`src/rtl/sysarray_feeder.sv`:
```
// ============================================================================
// Module      : sysarray_feeder
// Description : Operand feeder for the sysarray systolic array. Captures one
//               n x n operand pair (A column-by-column, B row-by-row) through a
//               valid/ready load port. On start it streams 3n per-step lane
//               vectors (arr1/arr2) with a step index (flg).
//               Optional build macro SYSARRAY_FEEDER_SKEW_EN: when defined,
//               lane i of both vectors is delayed by i steps (diagonal skew).
// Revision    : 1.0 - initial release
// ============================================================================
`default_nettype none
`timescale 1ns/1ps

module sysarray_feeder #(
    parameter int N = 31,   // MSB index of one operand word
    parameter int n = 3     // array dimension (lanes per vector, beats per load)
) (
    input  logic                 clk,
    input  logic                 rst,
    input  logic                 load_valid,
    output logic                 load_ready,
    input  logic [n*(N+1)-1:0]   load_a,
    input  logic [n*(N+1)-1:0]   load_b,
    input  logic                 start,
    output logic                 busy,
    output logic                 done,
    output logic [6:0]           flg,
    output logic [n*(N+1)-1:0]   arr1,
    output logic [n*(N+1)-1:0]   arr2
);

    // ------------------------------------------------------------------------
    // Constants
    // ------------------------------------------------------------------------
    localparam int         c_W    = N + 1;                    // word width
    localparam int         c_VW   = n * c_W;                  // vector width
    localparam int         c_BW   = (n > 1) ? $clog2(n) : 1;  // beat counter width
    localparam logic [6:0] c_LAST = 7'(3 * n - 1);            // final stream step

    localparam logic [1:0] c_LOAD   = 2'd0;
    localparam logic [1:0] c_ARMED  = 2'd1;
    localparam logic [1:0] c_STREAM = 2'd2;
    localparam logic [1:0] c_DONE   = 2'd3;

    // ------------------------------------------------------------------------
    // Signals
    // ------------------------------------------------------------------------
    logic [1:0]       r_state;
    logic [1:0]       w_state_nxt;
    logic [c_BW-1:0]  r_beat;
    logic             w_accept;
    logic             w_last_beat;

    // Slot k of r_a holds column k of A (lane i = A[i][k]);
    // slot k of r_b holds row k of B (lane j = B[k][j]).
    logic [c_VW-1:0]  r_a [n];
    logic [c_VW-1:0]  r_b [n];

    logic [6:0]       w_step;       // step whose data is presented after this edge
    logic [c_VW-1:0]  w_step_a;
    logic [c_VW-1:0]  w_step_b;

    logic [6:0]       w_flg_nxt;
    logic [c_VW-1:0]  w_arr1_nxt;
    logic [c_VW-1:0]  w_arr2_nxt;
    logic             w_busy_nxt;
    logic             w_done_nxt;
    logic             w_ready_nxt;

    logic [6:0]       r_flg;
    logic [c_VW-1:0]  r_arr1;
    logic [c_VW-1:0]  r_arr2;
    logic             r_busy;
    logic             r_done;
    logic             r_load_ready;

    // A beat is taken only while collecting operands; load_ready is high
    // throughout LOAD, so the state qualifier keeps ARMED/STREAM beats out.
    assign w_accept    = (r_state == c_LOAD) && load_valid && r_load_ready;
    assign w_last_beat = (r_beat == c_BW'(n - 1));

    // Entering STREAM from ARMED presents step 0; inside STREAM the next step.
    assign w_step = (r_state == c_STREAM) ? (r_flg + 7'd1) : 7'd0;

    // ------------------------------------------------------------------------
    // State register
    // ------------------------------------------------------------------------
    always_ff @(posedge clk) begin
        if (rst) begin
            r_state <= c_LOAD;
        end else begin
            r_state <= w_state_nxt;
        end
    end

    // ------------------------------------------------------------------------
    // Next-state logic
    // ------------------------------------------------------------------------
    always_comb begin
        w_state_nxt = r_state;
        case (r_state)
            c_LOAD: begin
                if (w_accept && w_last_beat) begin
                    w_state_nxt = c_ARMED;
                end
            end
            c_ARMED: begin
                // start wins over a simultaneous load beat
                if (start) begin
                    w_state_nxt = c_STREAM;
                end
            end
            c_STREAM: begin
                if (r_flg == c_LAST) begin
                    w_state_nxt = c_DONE;
                end
            end
            c_DONE: begin
                w_state_nxt = c_LOAD;
            end
            default: begin
                w_state_nxt = c_LOAD;
            end
        endcase
    end

    // ------------------------------------------------------------------------
    // Beat counter: counts accepted beats, wraps to 0 after the last one
    // ------------------------------------------------------------------------
    always_ff @(posedge clk) begin
        if (rst) begin
            r_beat <= '0;
        end else if (w_accept) begin
            r_beat <= w_last_beat ? '0 : (r_beat + c_BW'(1));
        end
    end

    // ------------------------------------------------------------------------
    // Operand store: slot selected by the beat counter
    // ------------------------------------------------------------------------
    always_ff @(posedge clk) begin
        if (rst) begin
            for (int k = 0; k < n; k++) begin
                r_a[k] <= '0;
                r_b[k] <= '0;
            end
        end else if (w_accept) begin
            for (int k = 0; k < n; k++) begin
                if (r_beat == c_BW'(k)) begin
                    r_a[k] <= load_a;
                    r_b[k] <= load_b;
                end
            end
        end
    end

    // ------------------------------------------------------------------------
    // Step data select: lane i takes slot k whose step matches w_step.
    // Unskewed, every lane reads slot t; skewed, lane i reads slot t-i.
    // Steps with no matching slot leave the lane at zero.
    // ------------------------------------------------------------------------
    always_comb begin
        w_step_a = '0;
        w_step_b = '0;
        for (int i = 0; i < n; i++) begin
            for (int k = 0; k < n; k++) begin
`ifdef SYSARRAY_FEEDER_SKEW_EN
                if (w_step == 7'(k + i)) begin
`else
                if (w_step == 7'(k)) begin
`endif
                    w_step_a[i*c_W +: c_W] = r_a[k][i*c_W +: c_W];
                    w_step_b[i*c_W +: c_W] = r_b[k][i*c_W +: c_W];
                end
            end
        end
    end

    // ------------------------------------------------------------------------
    // Output logic: next values of the registered outputs, keyed on next state
    // ------------------------------------------------------------------------
    always_comb begin
        w_flg_nxt   = 7'd0;
        w_arr1_nxt  = '0;
        w_arr2_nxt  = '0;
        w_busy_nxt  = (w_state_nxt == c_STREAM);
        w_done_nxt  = (w_state_nxt == c_DONE);
        w_ready_nxt = (w_state_nxt == c_LOAD);
        if (w_state_nxt == c_STREAM) begin
            w_flg_nxt  = w_step;
            w_arr1_nxt = w_step_a;
            w_arr2_nxt = w_step_b;
        end
    end

    // ------------------------------------------------------------------------
    // Output registers
    // ------------------------------------------------------------------------
    always_ff @(posedge clk) begin
        if (rst) begin
            r_flg        <= 7'd0;
            r_arr1       <= '0;
            r_arr2       <= '0;
            r_busy       <= 1'b0;
            r_done       <= 1'b0;
            r_load_ready <= 1'b1;
        end else begin
            r_flg        <= w_flg_nxt;
            r_arr1       <= w_arr1_nxt;
            r_arr2       <= w_arr2_nxt;
            r_busy       <= w_busy_nxt;
            r_done       <= w_done_nxt;
            r_load_ready <= w_ready_nxt;
        end
    end

    assign flg        = r_flg;
    assign arr1       = r_arr1;
    assign arr2       = r_arr2;
    assign busy       = r_busy;
    assign done       = r_done;
    assign load_ready = r_load_ready;

endmodule

`default_nettype wire
```
`config.mk`:
```
export PLATFORM = sky130hd
export DESIGN_NAME = sysarray_feeder
export DESIGN_NICKNAME = d
export VERILOG_FILES = /design/src/rtl/sysarray_feeder.sv
export SDC_FILE = /design/constraint.sdc
export NUM_CORES = 1
export LEC_CHECK = 0
export ABC_AREA = 1
export BUFFER_PORTS_ARGS = -buffer_cell sky130_fd_sc_hd__buf_2
export CORE_ASPECT_RATIO = 1.1
export CORE_MARGIN = 1.5
export CORE_UTILIZATION = 31
export CTS_BUF_LIST = sky130_fd_sc_hd__clkbuf_4 sky130_fd_sc_hd__clkbuf_8 sky130_fd_sc_hd__clkbuf_16
export DETAILED_ROUTE_END_ITERATION = 10
export MAX_ROUTING_LAYER = met4
export PLACE_DENSITY_LB_ADDON = 0.1
export SYNTH_ARGS = -nofsm -noshare
export SYNTH_HDL_FRONTEND = slang
export SYNTH_SLANG_ARGS = --single-unit
export TNS_END_PERCENT = 5
```
`constraint.sdc`:
```
create_clock -name clk -period 7.39 [get_ports clk]
set_clock_uncertainty 0.1 [all_clocks]
set_input_delay 0.739 -clock clk [delete_from_list [all_inputs] [get_ports clk]]
set_output_delay 0.739 -clock clk [all_outputs]
set_load 0.02 [all_outputs]
```
---- Yosys cells after proc, flatten, opt, wreduce, memory -nomap -nowiden ----
Memory sizes are Yosys's and may differ from the RTL's.
Cells that the tools add are included.
operators by class
  add/sub/neg operators ................... 2
  equality and inequality tests ........... 10
  muxes and demuxes ....................... 44
  bitwise gates (word level) .............. 7
  reductions and logical operators ........ 8
operators by type and width
  operator               count
  $mux W32               18
  $mux W96               6
  $mux W1                14
  $eq A2 B2 Y1 const B   5
  $mux W2                4
  $pmux W2 S4            1
  $add A7 B1 Y7 const B  1
  $eq A7 B1 Y1 const B   1
  $eq A7 B2 Y1 const B   1
  $eq A7 B4 Y1 const B   1
  $logic_not A7 Y1       1
  $mux W7                1
  $logic_not A2 Y1       3
  $or A1 B1 Y1           6
  $eq A2 B1 Y1 const B   2
  $logic_and A1 B1 Y1    3
  $add A2 B1 Y2 const B  1
  $reduce_or A2 Y1       1
  $not A1 Y1             1
storage, ports and cells
  flip-flop bits (word level) ............. 206
  memory bits (writable) .................. 576
  input port bits ......................... 196
  memories kept ........................... 2
memories
  name  depth  width  read ports  clocked after memory_dff  wr ports  RTL line  text
  r_a   3      96     3           0                         3         56        logic [c_VW-1:0] r_a [n];
  r_b   3      96     3           0                         3         57        logic [c_VW-1:0] r_b [n];

---- Longest topological paths before layout ----
Gate-level depths: netlist of the first run.
  depth in word-level cells ............... 9
  mapped depth ............................ 14
  depth with buffers taken out ............ 12

---- Least setup slack after synthesis of the first run ----
OpenSTA, ideal clock, no wires.
  path kind ............................... input to register
  start point ............................. input load_valid
  end point ............................... memory r_a[0][0] (netlist name) (enable)
  data arrival time ....................... 5242 ps
  setup slack ............................. 1487 ps
  stages .................................. 4
  path buffers ............................ 0
  cells stage by stage .................... nand4_1 -> nor2_1 -> nand2_1 -> nand2_1
RTL lines
  what         RTL line  text
  from (decl)  20        input logic load_valid,
  to (decl)    56

---- Worst setup path in the final report of the first run ----
  start point ............................. register r_flg[0] (netlist: flg[0])
  end point ............................... register r_arr1[47] (netlist: arr1[47])
on the way
  longest elaborated chain between the ends .. 6
  elaborated cells between the ends (all ways) .. 14
RTL lines
  what                                             RTL line  text
  from (decl)                                      70        logic [6:0] r_flg;
  from (signal assigned)                           208       r_flg <= w_flg_nxt;
  $add A7 B1 Y7 or $eq A7 B4 Y1 (tied branches)    83, 114
  $mux W7 or $mux W2 (tied branches)               83, 114
  $logic_not A7 Y1 or $pmux W2 S4 (tied branches)  170, 101
  $mux W32 or $eq A2 B2 Y1 (tied branches)         170, 189
  $mux W32 or $not A1 Y1 (tied branches)           --
  $mux W32 or $reduce_or A2 Y1 (tied branches)     --
  to (signal assigned)                             209       r_arr1 <= w_arr1_nxt;
  to (decl)                                        71        logic [c_VW-1:0] r_arr1;
Parallel ways exist; a longest one is shown, timed or not.
A chain may end at the register's enable or synchronous reset.

==> parameters.txt, run 1 <==
Parameter                              Value

Status
  Run status    completed

Timing
  Fin crit period    between 3000 and 4000 ps
  Setup_tns    0 ps
  Final Hold Vio Count    0
  Number of pins with negative max-slew slack in the final report    0
  Unrepaired setup endpoints after global routing    no
  Slew headroom    0.268
  Finish-stage setup viols    0
  Period utilisation layout    0.512
  Transition time at the pin with the least slew margin    roughly 1100 ps
  Upper clock frequency limit    0.264 GHz

Drt
  Detailed-route wire length per cell    ~17 um
  Antenna viol nets, final    0
  Number of vias in the routed layout    ~21000
  Remaining routing DRC violations    0
  1st-iter DRT viols    around 1200
  Post-detailed-routing wire length    approximately 86 mm
  Number of vias per cell after detailed routing    about 4.3
  TritonRoute pass-1 iters    5

Global routing
  Met1 demand-to-capacity share in global routing    0.218
  First-pass GRT wire length    ~130 mm
  Most used routing layer in global routing    met2
  Total grt overflow    0
  GR Util met2    0.274
  Antenna violations before repair    7
  Met3 global-route usage    0.0300
  Pin count of the biggest net entering global routing    ~190
  Total track usage    0.169
  Via count of the first global-routing pass    about 21000

Die
  Vertical extent of the die    roughly 340 um
  DIE WIDTH    roughly 300 um
  Die outline area    around 0.10 mm^2
  Starting utilization of the core area    0.314
  Core outline area    between 0.1 and 0.15 mm^2
  Io pins    398
  Row count    122

Power
  Power density over the cells    between 200 and 300 mW/mm^2
  Portion of total power attributed to sequential cells    0.508
  Net switching power    around 2.2 mW
  Static leakage    a little under 20 nW
  Internal Dissipation    approximately 8 mW
  Maximum ir drop on the vdd rail    around 180 uV
  Switching Fraction    0.221
  Total chip power    ~10 mW
  Power share of the clock group    0.444
  Combinational fraction of design power    0.048

Logic synthesis
  Leading cell type by number of instances after synthesis    sky130_fd_sc_hd__inv_1
  List of most frequent post-synthesis cells    sky130_fd_sc_hd__inv_1, sky130_fd_sc_hd__nand3_1, sky130_fd_sc_hd__edfxtp_1, sky130_fd_sc_hd__nand2_1, sky130_fd_sc_hd__nor2_1
  Leading register cell type out of synthesis    sky130_fd_sc_hd__edfxtp_1
  Post-synth EDFFs    between 500 and 600
  Synthesized netlist net count    around 3400
  Library cell occupying the most area in the post-synthesis netlist    sky130_fd_sc_hd__edfxtp_1
  Warning count from the yosys run    0
  Summed instance area of the synthesized netlist    around 0.032 mm^2
  Fraction of registers with async set/reset    0
  Mean post-synth cell area    ~10 um^2
  Post-Synthesis Cells    3170
  Synth top area share    0.546
  Cell variety after synth    21
  Leading cell types by total area after synthesis    sky130_fd_sc_hd__edfxtp_1, sky130_fd_sc_hd__dfxtp_1, sky130_fd_sc_hd__nand3_1
  Sequential share of the synthesized area    0.676
  Number of flip-flops and latches in the synthesized netlist    782

Clock network
  CTS H-tree depth    3
  Max clock buf depth    3
  Hold buffer count at CTS    0
  Clock tree from TritonCTS    yes
  Resized cells post-CTS    0
  Total clock buffers created by CTS    90
  Clock slew at reported path FFs    roughly 60 ps
  Clk root buf    sky130_fd_sc_hd__clkbuf_16
  Clock sink total    between 700 and 800
  Clock latency on the worst-skew pair    approximately 660 ps
  Setup repair bufs after CTS    0

Worst setup path
  Category of the critical setup timing path    register to register
  Startpoint kind of the worst setup timing path    register
  Arrival time of data at the critical path endpoint    roughly 4200 ps
  Reg2reg setup slack    3610 ps
  Kind of end point of the critical path    register
  Req. time, crit path    just under 8000 ps
  Critical Path Fanout Max    190

Cells and area
  Ratio of cells with drive above 1 in the final layout    0.166
  Nets    between 3000 and 4000
  Layout Utilization    0.375
  Final cell area excluding filler cells    0.0378 mm^2
  Layout Area Growth over Synthesis    19.3%

Worst hold path
  Kind of path behind the tightest hold check    input pin to register

Placement
  Port bufs    roughly 400
  Half-perimeter wire length after detailed placement    45.4 mm
  Routability-driven placement congestion ratio    about 0.73
  Instance area after placement    between 0.03 and 0.04 mm^2

Run
  Max-capacitance violation count    0
## through the flow
stage | hold WS (ps) | std cells | worst slack [ps]
6_report | 215 | 4945 | 3610
5_1_grt | 182 | 4943 | 3190
4_1_cts | 159 | 4939 | 3550
3_5_place_dp | 390 | 4769 | 3580
3_3_place_gp | 405 | 4769 | 3650
2_1_floorplan | 366 | 3170 | 1490
## placed cells by master (no fill, tap or decap), types with 3 or more instances in the layout
| cell type | count |
|---|---|
| sky130_fd_sc_hd__inv_1 | 786 |
| sky130_fd_sc_hd__bufinv_16 | 4 |
| sky130_fd_sc_hd__clkinv_2 | 17 |
| sky130_fd_sc_hd__clkbuf_8 | 10 |
| sky130_fd_sc_hd__clkinv_8 | 3 |
| sky130_fd_sc_hd__nand2_4 | 5 |
| sky130_fd_sc_hd__buf_4 | 19 |
| sky130_fd_sc_hd__buf_12 | 8 |
| sky130_fd_sc_hd__nand2_1 | 402 |
| sky130_fd_sc_hd__diode_2 | 6 |
| sky130_fd_sc_hd__dfxtp_1 | 206 |
| sky130_fd_sc_hd__nor2_1 | 208 |
| sky130_fd_sc_hd__edfxtp_1 | 576 |
| sky130_fd_sc_hd__nor2_4 | 4 |
| sky130_fd_sc_hd__a21oi_1 | 5 |
| sky130_fd_sc_hd__nand3_1 | 776 |
| sky130_fd_sc_hd__clkbuf_4 | 27 |
| sky130_fd_sc_hd__clkbuf_16 | 91 |
| sky130_fd_sc_hd__clkinv_1 | 12 |
| sky130_fd_sc_hd__buf_2 | 397 |
## critical path, cell delays in order (launching register included)
cell and delay, ps:
sky130_fd_sc_hd__dfxtp_1 430, sky130_fd_sc_hd__ha_1 230, sky130_fd_sc_hd__nand2_1 100, sky130_fd_sc_hd__nor2_2 140
sky130_fd_sc_hd__nor2_1 50, sky130_fd_sc_hd__o21ai_1 110, sky130_fd_sc_hd__nand2_1 150, sky130_fd_sc_hd__nor2_8 560
sky130_fd_sc_hd__buf_12 530, sky130_fd_sc_hd__buf_4 690, sky130_fd_sc_hd__nand3_1 130, sky130_fd_sc_hd__nand2_1 90
sky130_fd_sc_hd__inv_1 40, sky130_fd_sc_hd__nand2_1 50, sky130_fd_sc_hd__inv_1 40
## flip-flops by register name, summed over array words and instances, names as in the netlist
name        cells
arr2           96
r_a           288
r_b           288
load_ready      1
r_state         2
flg             7
done            1
busy            1
arr1           96
r_beat          2
## cell families (layout without fill, tap and decap cells)
logic type | Yosys count | count (layout) | share of synthesized area
AO/OA/AOI/OAI | 8 | 8 | 0.00134
other | 0 | 6 | 0
buffers and inverters | 975 | 1380 | 0.124
adder cells (fa/ha/maj) | 2 | 2 | 0.000790
flip-flops | 782 | 782 | 0.676
AND/OR/NAND/NOR | 1403 | 1403 | 0.198
## final timing paths
check	end	from	cells past startpoint
setup reg to reg	arr1[47]	flg[0]	14
hold reg to reg	r_beat[1]	r_beat[1]	2
hold / removal	r_beat[0]	rst	2
setup / recovery	arr1[47]	flg[0]	14
## metal layers
layer	vias to the layer above	wire length (um)	part of all wire
met5	-	0	0
met1	10100	38700	0.45
met4	0	1320	0.015
met2	486	41500	0.48
met3	93	4720	0.055
li1	10700	-	-
## area by class of cell
type                       count  area, um^2
clock inverter                42         392
multi-input combinational   1413        6400
antenna                        6        15.0
fill                       10200       63100
clock buffer                 128        2620
sequential                   782       21400
tap                         1364        1710
timing repair buffer         424        2290
inverter                     786        2950
## power by group through the flow
stage               combinational [mW]  sequential, mW  clock [mW]
CTS                              0.496            5.08        4.60
global placement                 0.493            5.17           0
floorplan                        0.285            5.21           0
detailed placement               0.494            5.17           0
global route                     0.548            5.10        4.76
finish                           0.478            5.08        4.44
No activity file was read; power rests on OpenSTA's default activity.
==> inputs of run 2 (changes only) <==
==> constraint.sdc (replaced) <==
create_clock -name clk -period 3.72 [get_ports clk]
set_clock_uncertainty 0.1 [all_clocks]
set_input_delay 0.372 -clock clk [delete_from_list [all_inputs] [get_ports clk]]
set_output_delay 0.372 -clock clk [all_outputs]
set_load 0.02 [all_outputs]
==> run 2 against run 1 <==
Global-route usage rose by 0.36 points. Hold slack lost 180 ps. Clock-buffer cell count is 10 higher. Largest cell class unchanged.
==> parameters.txt, run 2 (synthesized netlist as in run 1, its figures left out) <==
Parameter                              Value

Die
  Starting utilization of the core area    0.314 (unchanged)
  DIE WIDTH    308 um (unchanged)
  Core outline area    0.101 mm^2 (unchanged)
  Die outline area    0.104 mm^2 (unchanged)
  Row count    122 (unchanged)
  Io pins    398 (unchanged)
  Vertical extent of the die    338 um (unchanged)

Worst setup path
  Critical Path Fanout Max    237 (+25%)
  Worst reg2reg path depth    13 (-1)
  Arrival time of data at the critical path endpoint    3460 ps (-770 ps)
  Max stage delay on crit path    520 ps (-170 ps)
  Worst path buffer plus inverter count    3 (-1)
  Last element of the critical path    arr2[7]
  CP top delay family    simple AND/OR/NAND/NOR gates
  Reg2reg setup slack    710 ps (-2900 ps)
  Ordered list of cells on the worst path    ha_1 -> nand2_1 -> nor2_2 -> nor2_1 -> o21ai_1 -> nand2_1 -> nor2_8 -> buf_12 -> nand3_1 -> nand2_1 -> inv_1 -> nand2_1 -> inv_1
  Critical path launch point    flg[0]
  Crit path depth    13 (-1)
  Reg-to-Reg End    arr2[7]
  Launch instance of the worst register-to-register path    flg[0]
  Startpoint kind of the worst setup timing path    register
  Kind of end point of the critical path    register
  Category of the critical setup timing path    register to register
  Slowest library cell on the worst path    sky130_fd_sc_hd__buf_12
  Req. time, crit path    4170 ps (-3670 ps)
  Most frequent cell on the critical path    sky130_fd_sc_hd__nand2_1

Cells and area
  Layout Utilization    0.397 (+0.0229)
  Top library cells by usage in the layout, fill and taps aside    sky130_fd_sc_hd__inv_1, sky130_fd_sc_hd__nand3_1, sky130_fd_sc_hd__edfxtp_1
  Layout Area Growth over Synthesis    26.6%
  Top flop regs    r_a: 288 flops, r_b: 288 flops
  Ratio of cells with drive above 1 in the final layout    0.166 (-0.000194)
  Filler cell count in the final layout    9979 (-1.8%)
  Leading cell type in the layout, fill and taps excluded    sky130_fd_sc_hd__inv_1
  Final cell count without fillers    5139 (+3.9%)
  Nets    3896 (+5.4%)

Clock network
  CTS H-tree depth    3 (unchanged)
  Max clock buf depth    3 (unchanged)
  Clock latency on the worst-skew pair    640 ps (-20 ps)
  Clk root buf    sky130_fd_sc_hd__clkbuf_16
  Clock tree from TritonCTS    yes
  Setup repair bufs after CTS    0 (unchanged)
  Total clock buffers created by CTS    88 (-2.2%)
  Clock slew at reported path FFs    60 ps (about the same)
  Clock sink total    782 (unchanged)

Drt
  Detailed-route wire length per cell    17.1 um (-2.0%)
  Antenna viol nets, final    0 (unchanged)
  1st-iter DRT viols    1176 (-5.1%)
  Post-detailed-routing wire length    87.8 mm (+1.8%)
  Number of vias per cell after detailed routing    4.32 (about the same)
  Remaining routing DRC violations    0 (unchanged)
  TritonRoute pass-1 iters    5 (unchanged)
  Number of vias in the routed layout    22200 (+4.0%)

Timing
  Setup_tns    0 ps (unchanged)
  Unrepaired setup endpoints after global routing    no
  Final setup margin    706 ps (-2900 ps)
  Period utilisation layout    0.810 (+0.298)
  Final Hold Vio Count    0 (unchanged)
  Upper clock frequency limit    0.332 GHz (+26%)
  Transition time at the pin with the least slew margin    1330 ps (+236 ps)
  Finish-stage setup viols    0 (unchanged)
  Slew headroom    0.110 (-0.158)
  Number of pins with negative max-slew slack in the final report    0 (unchanged)
  Fin crit period    3010 ps (-770 ps)

Worst hold path
  Kind of path behind the tightest hold check    input pin to register
  Worst hold start    load_a[7]

Power
  Internal Dissipation    15.9 mW (+100%)
  Switching Fraction    0.215 (-0.00542)
  Power share of the clock group    0.446 (+0.002)
  Maximum ir drop on the vdd rail    316 uV (+76%)
  Power density over the cells    505 mW/mm^2 (+91%)
  Total chip power    20.3 mW (+100%)
  Portion of total power attributed to sequential cells    0.498 (-0.010)
  Net switching power    4.36 mW (+98%)
  Combinational fraction of design power    0.057 (+0.009)
  Static leakage    20.2 nW (+5.3%)

Placement
  Half-perimeter wire length after detailed placement    49.4 mm (+8.8%)
  Port bufs    397 (unchanged)
  Dpl ws    848 ps (-2730 ps)
  Routability-driven placement congestion ratio    0.735 (+0.11%)
  Total instance count after detailed placement    4799 (+0.63%)

Global routing
  Total grt overflow    0 (unchanged)
  Via count of the first global-routing pass    22500 (+6.7%)
  Pin count of the biggest net entering global routing    238 (+25%)
  Antenna violations before repair    3 (-4)
  Total track usage    0.173 (+0.00359)
  First-pass GRT wire length    134 mm (+3.7%)

Status
  Run status    completed

Run
  Max-capacitance violation count    0 (unchanged)
## run 2: cell count changes in the layout (fill, tap and decap cells not counted), moves of 2 or more
cell	previous run	this run
sky130_fd_sc_hd__buf_12	8	30
sky130_fd_sc_hd__buf_4	19	27
sky130_fd_sc_hd__clkbuf_8	10	20
sky130_fd_sc_hd__clkinv_1	12	4
sky130_fd_sc_hd__clkinv_2	17	11
sky130_fd_sc_hd__clkinv_8	3	1
sky130_fd_sc_hd__diode_2	6	3
sky130_fd_sc_hd__dlygate4sd3_1	0	173
## run 2: per-stage QoR
step | hold WS, ps | cell area (um^2)
6_report | 36.3 | 40100
5_1_grt | 2.02 | 40100
4_1_cts | 0.0127 | 40100
3_5_place_dp | 395 | 35300
3_3_place_gp | 392 | 35300
2_1_floorplan | 341 | 31700
## run 2: power groups by stage
stage	combinational [mW]	clock, mW	sequential, mW
after detailed placement	1.04	0	10.3
after CTS	1.18	9.31	10.1
after global routing	1.30	9.65	10.1
after floorplan	0.567	0	10.3
final	1.15	9.03	10.1
after global placement	1.04	0	10.3
## run 2: worst register-to-register path, stage by stage (launching register included)
cell and delay (ps):
sky130_fd_sc_hd__dfxtp_1 420, sky130_fd_sc_hd__ha_1 230, sky130_fd_sc_hd__nand2_1 90, sky130_fd_sc_hd__nor2_2 140, sky130_fd_sc_hd__nor2_1 60, sky130_fd_sc_hd__o21ai_1 120, sky130_fd_sc_hd__nand2_1 150, sky130_fd_sc_hd__nor2_8 190
sky130_fd_sc_hd__buf_12 520, sky130_fd_sc_hd__nand3_1 650, sky130_fd_sc_hd__nand2_1 120, sky130_fd_sc_hd__inv_1 40, sky130_fd_sc_hd__nand2_1 60, sky130_fd_sc_hd__inv_1 30
## run 2: how the worst min path moves through the flow
stage	end	slack, ps	cells after the start
floorplan	r_beat[0]	340	1
global placement	r_beat[0]	390	2
detailed placement	r_beat[0]	390	2
CTS	r_a[0][167]	0.01	3
global route	r_a[0][199]	2	3
finish	r_a[0][199]	40	3
## run 2: final cells by class
cell class | instances | area, um^2 | share of cell area
tap | 1364 | 1710 | 0.0426
timing repair buffer | 627 | 4520 | 0.113
clock inverter | 26 | 310 | 0.00774
sequential | 782 | 21400 | 0.534
inverter | 786 | 2950 | 0.0736
clock buffer | 138 | 2770 | 0.0691
multi-input combinational | 1413 | 6410 | 0.160
antenna | 3 | 7.51 | 0.000187
## run 2: layer usage
| layer | up-vias | GRT usage | routed length [um] |
|---|---|---|---|
| met1 | 10600 | 0.220 | 39400 |
| met2 | 448 | 0.284 | 42600 |
| met4 | 0 | 0.0464 | 1710 |
| met3 | 115 | 0.0279 | 4060 |
| li1 | 11100 | - | - |
| met5 | - | - | 0 |
## run 2: what timing repair did
action                    CTS  global route
hold buffers              173             0
hold endpoints to repair  513             0
gates resized for setup     0             0
==> inputs of run 3 (changes only) <==
==> constraint.sdc (replaced) <==
create_clock -name clk -period 2.5 [get_ports clk]
set_clock_uncertainty 0.1 [all_clocks]
set_input_delay 0.25 -clock clk [delete_from_list [all_inputs] [get_ports clk]]
set_output_delay 0.25 -clock clk [all_outputs]
set_load 0.02 [all_outputs]
==> run 3 against run 2 <==
Sequential power grew 49%. Via count increased by 2.4%. Die area did not move. Critical path type unchanged.
==> parameters.txt, run 3 (synthesized netlist as in run 1, its figures left out) <==
Parameter                              Value

Clock network
  Clk root buf    sky130_fd_sc_hd__clkbuf_16
  Clock slew at reported path FFs    60 ps (about the same)
  Clock latency on the worst-skew pair    650 ps (about the same)
  Clock sink total    782 (unchanged)
  Total clock buffers created by CTS    90 (+2.3%)
  CTS H-tree depth    3 (unchanged)
  Clock tree from TritonCTS    yes
  Max clock buf depth    3 (unchanged)

Cells and area
  Filler cell count in the final layout    9925 (-0.54%)
  Sequential cell area in the final layout    0.0214 mm^2 (about the same)
  Ratio of cells with drive above 1 in the final layout    0.183 (+0.0171)
  Top flop regs    r_a: 288 flops, r_b: 288 flops
  Leading cell type in the layout, fill and taps excluded    sky130_fd_sc_hd__inv_1
  Top library cells by usage in the layout, fill and taps aside    sky130_fd_sc_hd__inv_1, sky130_fd_sc_hd__nand3_1, sky130_fd_sc_hd__edfxtp_1
  Nets    4002 (+2.7%)
  Area of combinational cells with multiple inputs    0.00644 mm^2 (+0.49%)
  Layout Area Growth over Synthesis    31.6%

Drt
  TritonRoute pass-1 iters    5 (unchanged)
  Remaining routing DRC violations    0 (unchanged)
  Detailed-route wire length per cell    17.4 um (+1.7%)
  1st-iter DRT viols    1261 (+7.2%)
  Post-detailed-routing wire length    91.1 mm (+3.8%)
  Number of vias per cell after detailed routing    4.33 (+0.27%)
  Number of vias in the routed layout    22800 (+2.4%)
  Antenna viol nets, final    0 (unchanged)

Timing
  Final Hold Vio Count    0 (unchanged)
  Transition time at the pin with the least slew margin    458 ps (-876 ps)
  Period utilisation layout    0.933 (+0.122)
  Slew headroom    0.694 (+0.584)
  Finish-stage setup viols    0 (unchanged)
  Fin crit period    2330 ps (-683 ps)
  Upper clock frequency limit    0.429 GHz (+29%)
  Final hold slack    258 ps (+221 ps)
  Number of pins with negative max-slew slack in the final report    0 (unchanged)

Die
  Vertical extent of the die    338 um (unchanged)
  Core outline area    0.101 mm^2 (unchanged)
  DIE WIDTH    308 um (unchanged)
  Starting utilization of the core area    0.314 (unchanged)
  Die outline area    0.104 mm^2 (unchanged)
  Io pins    398 (unchanged)
  Row count    122 (unchanged)

Global routing
  Total grt overflow    0 (unchanged)
  First-pass GRT wire length    136 mm (+1.6%)
  Total track usage    0.176 (+0.00314)
  Pin count of the biggest net entering global routing    71 (-70%)
  Antenna violations before repair    6 (+3)
  Via count of the first global-routing pass    22900 (+1.8%)

Worst setup path
  Launch instance of the worst register-to-register path    flg[0]
  Reg2reg setup slack    170 ps (-540 ps)
  Arrival time of data at the critical path endpoint    2810 ps (-650 ps)
  Category of the critical setup timing path    register to register
  Startpoint kind of the worst setup timing path    register
  Worst reg2reg path depth    14 (+1)
  Req. time, crit path    2980 ps (-1190 ps)
  Kind of end point of the critical path    register
  Critical Path Fanout Max    7 (-97%)
  Reg-to-Reg End    arr2[9]

Power
  Maximum ir drop on the vdd rail    463 uV (+47%)
  Power density over the cells    724 mW/mm^2 (+43%)
  Static leakage    21.0 nW (+3.9%)
  Total chip power    30.2 mW (+49%)

Worst hold path
  Hold Path Sink    r_beat[1]
  Kind of path behind the tightest hold check    input pin to register
  Hold path cells    3 (unchanged)
  Worst hold start    rst

Placement
  Routability-driven placement congestion ratio    0.737 (+0.27%)
  Half-perimeter wire length after detailed placement    54.3 mm (+10%)
  Port bufs    397 (unchanged)

Run
  Max-capacitance violation count    0 (unchanged)

Status
  Run status    completed
[run 3: cell types whose count changed in the layout (fill, tap and decap cells not counted), sizes merged, moves of 2 or more]
cell | before | now
buf | 454 | 527
dlygate4sd3 | 173 | 196
clkinv | 17 | 25
clkbuf | 138 | 145
diode | 3 | 5
inv | 788 | 786
[run 3: what timing repair did]
item	4_1_cts	5_1_grt
gates resized for setup	0	9
setup endpoints to repair	0	164
buffers inserted	0	6
endpoints found under the hold margin	582	0
hold buffers	196	0
[run 3: where the power goes]
part           switching, mW  internal [mW]
sequential             0.188           14.8
combinational           1.06          0.772
clock                   5.27           8.08
total                   6.52           23.7
[run 3: how the worst max path moves through the flow]
stage / from / to / slack [ps] / cells past startpoint
floorplan: load_ready / r_a[0][192] / -210 / 4
global placement: flg[0] / arr1[23] / 140 / 14
detailed placement: flg[0] / arr1[21] / 130 / 14
CTS: flg[0] / arr1[6] / 100 / 14
global route: flg[0] / arr2[12] / -7 / 14
finish: flg[0] / arr2[9] / 170 / 14
[run 3: per-layer routing]
metal	share of wire	GRT usage
met3	0.039	0.0244
met2	0.51	0.304
met5	0	-
met4	0.020	0.0487
met1	0.43	0.214
[run 3: area by class of cell]
class	instances	area share
flip-flops and latches	782	0.514
multi-input cells	1413	0.155
repair buffers	731	0.147
inverters	786	0.0707
clock buffers	137	0.0668
well taps	1364	0.0409
clock inverters	30	0.00609
diodes	5	0.000300
[run 3: critical path, stage by stage, from the launching register on]
cell	delay [ps]
sky130_fd_sc_hd__dfxtp_2	370
sky130_fd_sc_hd__ha_2	200
sky130_fd_sc_hd__nand2_1	80
sky130_fd_sc_hd__nor2_2	130
sky130_fd_sc_hd__nor2_1	50
sky130_fd_sc_hd__o21ai_1	120
sky130_fd_sc_hd__nand2_2	120
sky130_fd_sc_hd__nor2_8	210
sky130_fd_sc_hd__buf_4	170
sky130_fd_sc_hd__nand2_8	110
sky130_fd_sc_hd__buf_12	180
sky130_fd_sc_hd__buf_4	170
sky130_fd_sc_hd__nand3_1	80
sky130_fd_sc_hd__nand2_1	50
sky130_fd_sc_hd__inv_1	90
[run 3: per-stage QoR]
step | util | instance area [um^2] | setup TNS (ps) | worst slack (ps) | std cells
finish | 0.413 | 41700 | 0 | 168 | 5248
global route | 0.413 | 41700 | -13.3 | -6.85 | 5248
CTS | 0.410 | 41400 | 0 | 100 | 5229
detailed placement | 0.361 | 36400 | 0 | 135 | 4866
global placement | 0.361 | 36400 | 0 | 141 | 4866
floorplan | - | 31700 | -40200 | -209 | 3170
